<file path="config.mk">
export PLATFORM = sky130hd
export DESIGN_NAME = sram_controller
export DESIGN_NICKNAME = d
export VERILOG_FILES = /design/src/rtl/sram_controller.sv
export SDC_FILE = /design/constraint.sdc
export NUM_CORES = 1
export LEC_CHECK = 0
export CAP_MARGIN = 20
export CORE_AREA = 5 5 128 94
export DETAILED_ROUTE_END_ITERATION = 8
export DIE_AREA = 0 0 133 99
export GPL_TIMING_DRIVEN = 0
export PLACE_DENSITY_LB_ADDON = 0.3
export SYNTH_ARGS = -nofsm -noshare
export SYNTH_HDL_FRONTEND = slang
export SYNTH_SLANG_ARGS = --single-unit
</file>
<file path="constraint.sdc">
create_clock -name clk -period 2 [get_ports clk]
set_input_delay 0.3 -clock clk [delete_from_list [all_inputs] [get_ports clk]]
set_output_delay 0.3 -clock clk [all_outputs]
set_load 0.005 [all_outputs]
</file>
<file path="src/rtl/sram_controller.sv">
// sram_controller: MEM-stage responder that turns one 32-bit word request into
// two 16-bit accesses on an external asynchronous SRAM. ready stays low until
// the word completes.
// Optional feature macro: SRAM_READ_BUFFER_EN (one-entry read buffer, write-through).
// Ports:
//   clk, rst             clock, asynchronous active-low reset
//   wr_en, rd_en         level requests, held until ready
//   address, write_data  CPU byte address and write word
//   read_data            last completed read word (registered)
//   ready                no request pending, or request completes this cycle
//   sram_addr            SRAM half-word address {word, half}
//   sram_dq_out/_in/_oe  pad data out, pad data in, pad output enable
//   sram_we_n            SRAM write strobe, active-low
module sram_controller #(
    parameter int unsigned WAIT_CYCLES = 2,
    parameter logic [31:0] BASE_ADDR   = 32'd1024
) (
    input  logic        clk,
    input  logic        rst,
    input  logic        wr_en,
    input  logic        rd_en,
    input  logic [31:0] address,
    input  logic [31:0] write_data,
    output logic [31:0] read_data,
    output logic        ready,
    output logic [17:0] sram_addr,
    output logic [15:0] sram_dq_out,
    input  logic [15:0] sram_dq_in,
    output logic        sram_dq_oe,
    output logic        sram_we_n
);

    localparam int unsigned CNT_W  = 4;
    localparam int unsigned WORD_W = 17;

    typedef enum logic [1:0] {IDLE, LOW, HIGH, DONE} state_e;

    state_e             state_q, state_d;
    logic [CNT_W-1:0]   cnt_q, cnt_d;
    logic               is_wr_q, is_wr_d;
    logic [WORD_W-1:0]  word_q, word_d;
    logic [31:0]        wdata_q, wdata_d;
    logic [31:0]        read_data_q, read_data_d;
    logic [17:0]        addr_q, addr_d;
    logic [15:0]        dq_out_q, dq_out_d;
    logic               oe_q, oe_d;
    logic               we_n_q, we_n_d;

`ifdef SRAM_READ_BUFFER_EN
    logic               buf_valid_q, buf_valid_d;
    logic [WORD_W-1:0]  buf_tag_q, buf_tag_d;
    logic [31:0]        buf_data_q, buf_data_d;
    logic               hit;
`endif

    logic               req;
    logic               last;
    logic [WORD_W-1:0]  req_word;

    // Byte offset from BASE_ADDR (mod 2^32), word index is offset bits [18:2]
    assign req_word = WORD_W'((address - BASE_ADDR) >> 2);
    assign req      = wr_en | rd_en;
    assign last     = (cnt_q == CNT_W'(WAIT_CYCLES - 1));
    assign ready    = (state_q == DONE) | ((state_q == IDLE) & ~req);

`ifdef SRAM_READ_BUFFER_EN
    assign hit = rd_en & ~wr_en & buf_valid_q & (buf_tag_q == req_word);
`endif

    assign read_data   = read_data_q;
    assign sram_addr   = addr_q;
    assign sram_dq_out = dq_out_q;
    assign sram_dq_oe  = oe_q;
    assign sram_we_n   = we_n_q;

    // Next-state and next-output logic; pad outputs are computed for the next state
    always_comb begin
        state_d     = state_q;
        cnt_d       = cnt_q;
        is_wr_d     = is_wr_q;
        word_d      = word_q;
        wdata_d     = wdata_q;
        read_data_d = read_data_q;
        addr_d      = addr_q;
        dq_out_d    = dq_out_q;
        oe_d        = 1'b0;
        we_n_d      = 1'b1;
`ifdef SRAM_READ_BUFFER_EN
        buf_valid_d = buf_valid_q;
        buf_tag_d   = buf_tag_q;
        buf_data_d  = buf_data_q;
`endif
        unique case (state_q)
            IDLE: begin
                if (req) begin
                    // A write wins over a simultaneous read
                    is_wr_d  = wr_en;
                    word_d   = req_word;
                    wdata_d  = write_data;
                    cnt_d    = '0;
                    state_d  = LOW;
                    addr_d   = {req_word, 1'b0};
                    dq_out_d = write_data[15:0];
                    oe_d     = wr_en;
                    we_n_d   = ~wr_en;
`ifdef SRAM_READ_BUFFER_EN
                    // Buffer hit skips the SRAM entirely
                    if (hit) begin
                        state_d     = DONE;
                        addr_d      = addr_q;
                        dq_out_d    = dq_out_q;
                        oe_d        = 1'b0;
                        we_n_d      = 1'b1;
                        read_data_d = buf_data_q;
                    end
`endif
                end
            end
            LOW: begin
                oe_d   = is_wr_q;
                we_n_d = ~is_wr_q;
                if (last) begin
                    state_d  = HIGH;
                    cnt_d    = '0;
                    addr_d   = {word_q, 1'b1};
                    dq_out_d = wdata_q[31:16];
                    if (!is_wr_q) read_data_d[15:0] = sram_dq_in;
                end else begin
                    cnt_d = cnt_q + CNT_W'(1);
                end
            end
            HIGH: begin
                if (last) begin
                    state_d = DONE;
                    cnt_d   = '0;
                    if (!is_wr_q) read_data_d[31:16] = sram_dq_in;
`ifdef SRAM_READ_BUFFER_EN
                    if (!is_wr_q) begin
                        buf_valid_d = 1'b1;
                        buf_tag_d   = word_q;
                        buf_data_d  = {sram_dq_in, read_data_q[15:0]};
                    end else if (buf_valid_q && (buf_tag_q == word_q)) begin
                        buf_data_d  = wdata_q;
                    end
`endif
                end else begin
                    cnt_d  = cnt_q + CNT_W'(1);
                    oe_d   = is_wr_q;
                    we_n_d = ~is_wr_q;
                end
            end
            DONE: begin
                state_d = IDLE;
            end
            default: state_d = IDLE;
        endcase
    end

    // State and output registers
    always_ff @(posedge clk or negedge rst) begin
        if (!rst) begin
            state_q     <= IDLE;
            cnt_q       <= '0;
            is_wr_q     <= 1'b0;
            word_q      <= '0;
            wdata_q     <= '0;
            read_data_q <= '0;
            addr_q      <= '0;
            dq_out_q    <= '0;
            oe_q        <= 1'b0;
            we_n_q      <= 1'b1;
`ifdef SRAM_READ_BUFFER_EN
            buf_valid_q <= 1'b0;
            buf_tag_q   <= '0;
            buf_data_q  <= '0;
`endif
        end else begin
            state_q     <= state_d;
            cnt_q       <= cnt_d;
            is_wr_q     <= is_wr_d;
            word_q      <= word_d;
            wdata_q     <= wdata_d;
            read_data_q <= read_data_d;
            addr_q      <= addr_d;
            dq_out_q    <= dq_out_d;
            oe_q        <= oe_d;
            we_n_q      <= we_n_d;
`ifdef SRAM_READ_BUFFER_EN
            buf_valid_q <= buf_valid_d;
            buf_tag_q   <= buf_tag_d;
            buf_data_q  <= buf_data_d;
`endif
        end
    end

endmodule

</file>
# After elaboration in Yosys (flattened, before gate mapping)
# Index checks and enable logic that the tools add are counted.
# Widths: inputs -> output; s select.
[totals]
word_cells = 55
output_inout_bits = 69
reg_bits = 124
input_bits = 84
[op_classes]
addsub = 2
n_bitwise = 6
n_mux = 19
n_reduce_logical = 10
eq_ne = 7
[ops]
columns = ["op", "count"]
rows = [
  ["$mux 18", 2],
  ["$pmux 18 s2", 1],
  ["$mux 16", 2],
  ["$pmux 16 s2", 1],
  ["$sub 19x11->19 const B", 1],
  ["$reduce_and 3->1", 4],
  ["$mux 4", 2],
  ["$pmux 2 s4", 1],
  ["$pmux 4 s2", 1],
  ["$mux 2", 3],
  ["$ne 2x2->1 const B", 3],
  ["$pmux 1 s3", 2],
  ["$add 4x1->4 const B", 1],
  ["$eq 2x2->1 const B", 2],
  ["$eq 4x1->1 const B", 1],
  ["$mux 1", 4],
  ["$reduce_and 2->1", 2],
  ["$reduce_bool 2->1", 2],
  ["$not 1->1", 3],
  ["$eq 2x1->1 const B", 1],
  ["$logic_not 2->1", 1],
  ["$or 1x1->1", 2],
  ["$reduce_or 2->1", 1],
  ["$and 1x1->1", 1],
]

# Logic depth before layout (Yosys ltp)
# Gate-level depths: netlist of run 1.
[depth]
depth_word = 4
ltp_mapped = 9

# Worst setup path after synthesis of run 1
# OpenSTA, ideal clock, no wires.
[synth_path]
path_kind = "register to output"
from = "reg state_q[0]"
to = "out ready"
arrival_time_ns = 1.590
setup_slack_ns = 0.110
stages_incl_launch_ff = 6
required_time_ns = 1.700
cell_sequence = "dfrtp_1 > inv_1 > ha_1 > nor3b_1 > or2_2 > clkbuf_1"
[synth_between]
elab_chain_len = 3
[synth_lines]
columns = ["item", "line", "rtl"]
rows = [
  ["start: declaration", "38", "state_e state_q, state_d;"],
  ["start signal: assignment", "178", "state_q <= state_d;"],
  ["$logic_not 2->1", "64", "assign ready = (state_q == DONE) | ((state_q == IDLE) & ~req);"],
  ["$and 1x1->1", "64", ""],
  ["$or 1x1->1 (*)", "64", ""],
  ["end: declaration", "25", "output logic ready,"],
]
# Mark *: on every way between the ends. The rest lies on a longest branch, timed or not.

# Final worst setup path of run 1
[layout_path]
from = "reg state_q[0]"
to = "reg addr_q[15], in the netlist sram_addr[15]"
[layout_between]
elab_chain_len = 3
[layout_lines]
columns = ["item", "line", "rtl"]
rows = [
  ["$eq 2x1->1 / $logic_not 2->1 (equally long branches)", "93", "unique case (state_q)"],
  ["$ne 2x2->1 (no line) / $reduce_bool 2->1 (equally long branches)", "--", ""],
  ["$reduce_and 3->1 (no line)", "--", ""],
  ["end signal: assignment", "184", "addr_q <= addr_d;"],
  ["end: declaration", "44", "logic [17:0] addr_q, addr_d;"],
]
# Parallel ways exist; a longest one is shown, timed or not.
# A chain may end at the register's enable or synchronous reset.

==> impl_metrics.env, run 1 <==
export IMPL_core_sq_um=10690
export IMPL_vias_per_cell=5.107
export IMPL_antenna_cells=0
export IMPL_power_density_nw_per_um2=1672
export IMPL_dp_slack_ps=-781.1
export IMPL_syn_area_sq_um=4778
export IMPL_route_vias_total=3483
export IMPL_yosysSeqAreaShare=0.5659
export IMPL_grt_pass1_wl_mm=19.72
export IMPL_cp_max_fo=10
export IMPL_cp_start_kind="flop"
export IMPL_period_needed_ps=1941
export IMPL_drc=0
export IMPL_syn_area_per_cell_sq_um=12.67
export IMPL_fp_row_count=32
export IMPL_synth_area_leader_cell="dfrtp_1"
export IMPL_syn_nets=469
export IMPL_fp_dieH_microns=99
export IMPL_wl_per_cell_microns=17.44
export IMPL_synth_area_leaders="dfrtp_1 (56%), mux2_2 (14%), mux2i_1 (5.7%)"
export IMPL_htreeDepth=3
export IMPL_drtAntennaViolNets=0
export IMPL_cts_tree="built"
export IMPL_fin_crit_sh=0.9707
export IMPL_synth_most_common_cell="dfrtp_1"
export IMPL_worstMarginPinSlew_ps=555.3
export IMPL_setup_violations_final=0
export IMPL_status="completed"
export IMPL_syn_to_final_growth_pct=43.44
export IMPL_crit_start="state_q[0]"
export IMPL_gp_congestion=0.7988
export IMPL_rsz0062_at_grt="yes"
export IMPL_nFillCells=822
export IMPL_grt_max_degree=69
export IMPL_synth_cell_type_count=42
export IMPL_max_freq_mhz=515.1
export IMPL_dr_pass1_iters=4
export IMPL_crit_type="flop to flop"
export IMPL_fin_skew_ps=11.23
export IMPL_synthTopCellsByCount="dfrtp_1 (107), mux2_2 (58), nand2_1 (48)"
export IMPL_antenna_found_initial=0
export IMPL_synth_flop_cell="dfrtp_1"
export IMPL_synth_cells=377
export IMPL_leakagePower_uw=0.002957
export IMPL_crit_required_ps=2230
export IMPL_ys_async_sr_fraction=1.000
export IMPL_fin_nets=633
export IMPL_cts_buffer_depth=2
export IMPL_power_uw=11460
export IMPL_timing_hold_violations_final=0
export IMPL_slew_viol_final=0
export IMPL_yosysWarnings=0
export IMPL_clk_insertion_delay_late_ps=350
export IMPL_cts_buffers=9
export IMPL_grt_pass1_vias=3863
export IMPL_clk_pin_slew_ps=70
export IMPL_cts_root_buf="clkbuf_16"
export IMPL_hold_class="flop to flop"
export IMPL_start_util=0.4470
export IMPL_timing_final_ws_setup_ps=58.58
export IMPL_critPathArrivalTime_ps=2170
export IMPL_crit_path_end_kind="flop"
export IMPL_drt_iter0_drc=174
export IMPL_place_hpwl_mm=8.720
export IMPL_pin_count=153
export IMPL_yosysTopAreaCellShare=0.5604
export IMPL_grt_overflow=0
export IMPL_drive_gt1_frac=0.2766
export IMPL_die_area_sq_um=13170
export IMPL_wl_mm=11.90
export IMPL_ys_ff_latch=108
export IMPL_fp_dieW_microns=133
export IMPL_maxCapViolations=0
export IMPL_peakVddDrop_mv=0.8482
export IMPL_relSlewSlack=0.6298
export IMPL_reg2reg_from="state_q[0]"
export IMPL_grt_usage=0.1873
export IMPL_synth_edf_count=0
export IMPL_io_buffers=137
export IMPL_clock_sinks=108
export IMPL_hold_path_startpoint="sram_addr[5]"
-- power by group --
group	switching (uW)	internal (uW)	total, uW
Combinational	2520	3320	5840
Clock	770	953	1720
Sequential	587	3310	3900
-- critical path: stages (launching register included) --
cell and delay (ps):
dfrtp_1 390, inv_2 70, ha_4 170, nor3b_4 150, buf_4 130, buf_4 150
a211o_1 280, buf_6 160, buf_6 170, nand2_2 90, o211ai_2 70
-- registers in the layout, indices dropped and copies added (netlist names) --
signal and count:
sram_we_n 1, sram_addr 18, cnt_q 4, sram_dq_out 16
sram_dq_oe 1, read_data 32, state_q 2, word_q 17
wdata_q 16, is_wr_q 1
-- routing by layer --
layer / track usage / vias to the layer above / part of all wire
li1: - / 1645 / -
met1: 0.2321 / 1724 / 0.42
met2: 0.3085 / 96 / 0.49
met3: 0.07041 / 18 / 0.069
met4: 0.05351 / 0 / 0.016
met5: 0 / - / 0
-- per-stage QoR --
stage | cell area, sq um | setup TNS (ps) | utilization | std cells | hold slack, ps
2_1_floorplan | 4778 | 0 | - | 377 | 4.409
3_3_place_gp | 6320 | -385250 | 0.5912 | 650 | 461.6
3_5_place_dp | 6345 | -20780 | 0.5935 | 651 | 332.5
4_1_cts | 6746 | -166.7 | 0.6311 | 675 | 480.8
5_1_grt | 6854 | -867.0 | 0.6412 | 682 | 498.6
6_report | 6854 | 0 | 0.6412 | 682 | 479.3
-- logic make-up after synthesis --
| group | after synthesis | share of synthesized area |
|---|---|---|
| XOR/XNOR | 7 | 0.01283 |
| adder cells (fa/ha/maj) | 8 | 0.02095 |
| AND/OR/NAND/NOR | 81 | 0.07699 |
| flip-flops | 108 | 0.5659 |
| AO/OA/AOI/OAI | 60 | 0.09636 |
| multiplexers | 85 | 0.1932 |
| buffers and inverters | 28 | 0.03378 |
-- worst paths after layout --
check	end	depth (start not counted)	slack (ps)
min in group asynchronous	is_wr_q	2	500
max	sram_addr[15]	10	60
max reg2reg	sram_addr[15]	10	60
min reg2reg	sram_addr[5]	2	480
min	sram_addr[5]	2	480
max in group asynchronous	word_q[5]	3	790
-- timing repair --
item,4_1_cts,5_1_grt
setup endpoints to repair,86,59
hold buffers,1,0
pin swaps,2,3
endpoints found under the hold margin,39,0
buffers inserted,9,7
cloned,0,1
gates resized for setup,14,12
-- area by class of cell --
| type | count | area [sq um] | area share |
|---|---|---|---|
| plain buffers | 17 | 136.4 | 0.01990 |
| repair buffers | 156 | 1554 | 0.2267 |
| multi-input cells | 241 | 1968 | 0.2871 |
| flip-flops and latches | 108 | 2704 | 0.3945 |
| well taps | 136 | 170.2 | 0.02483 |
| clock buffers | 14 | 274.0 | 0.03998 |
| inverters | 8 | 30.03 | 0.004381 |
| clock inverters | 2 | 17.52 | 0.002556 |
-- placed cells by master, fill, tap and decap left out, types with 3 or more instances in the layout --
cell	n
a21oi_1	4
buf_4	17
buf_6	7
clkbuf_1	4
clkbuf_16	10
clkbuf_2	5
clkbuf_8	3
clkdlybuf4s50_1	135
dfrtp_1	107
ha_1	5
inv_1	6
mux2_2	58
mux2i_1	27
nand2_1	47
nand2_2	3
nand3_1	5
nor2_1	10
o21ai_0	12
o21ai_2	28
xor2_1	5
Power figures use the tool's default switching activity.
==> run 2, diff against run 1 <==
CTS_CLUSTER_DIAMETER = 120   (was unset)
==> results of run 2 <==
No change in the layout: final DEF, timing and power equal those of run 1.
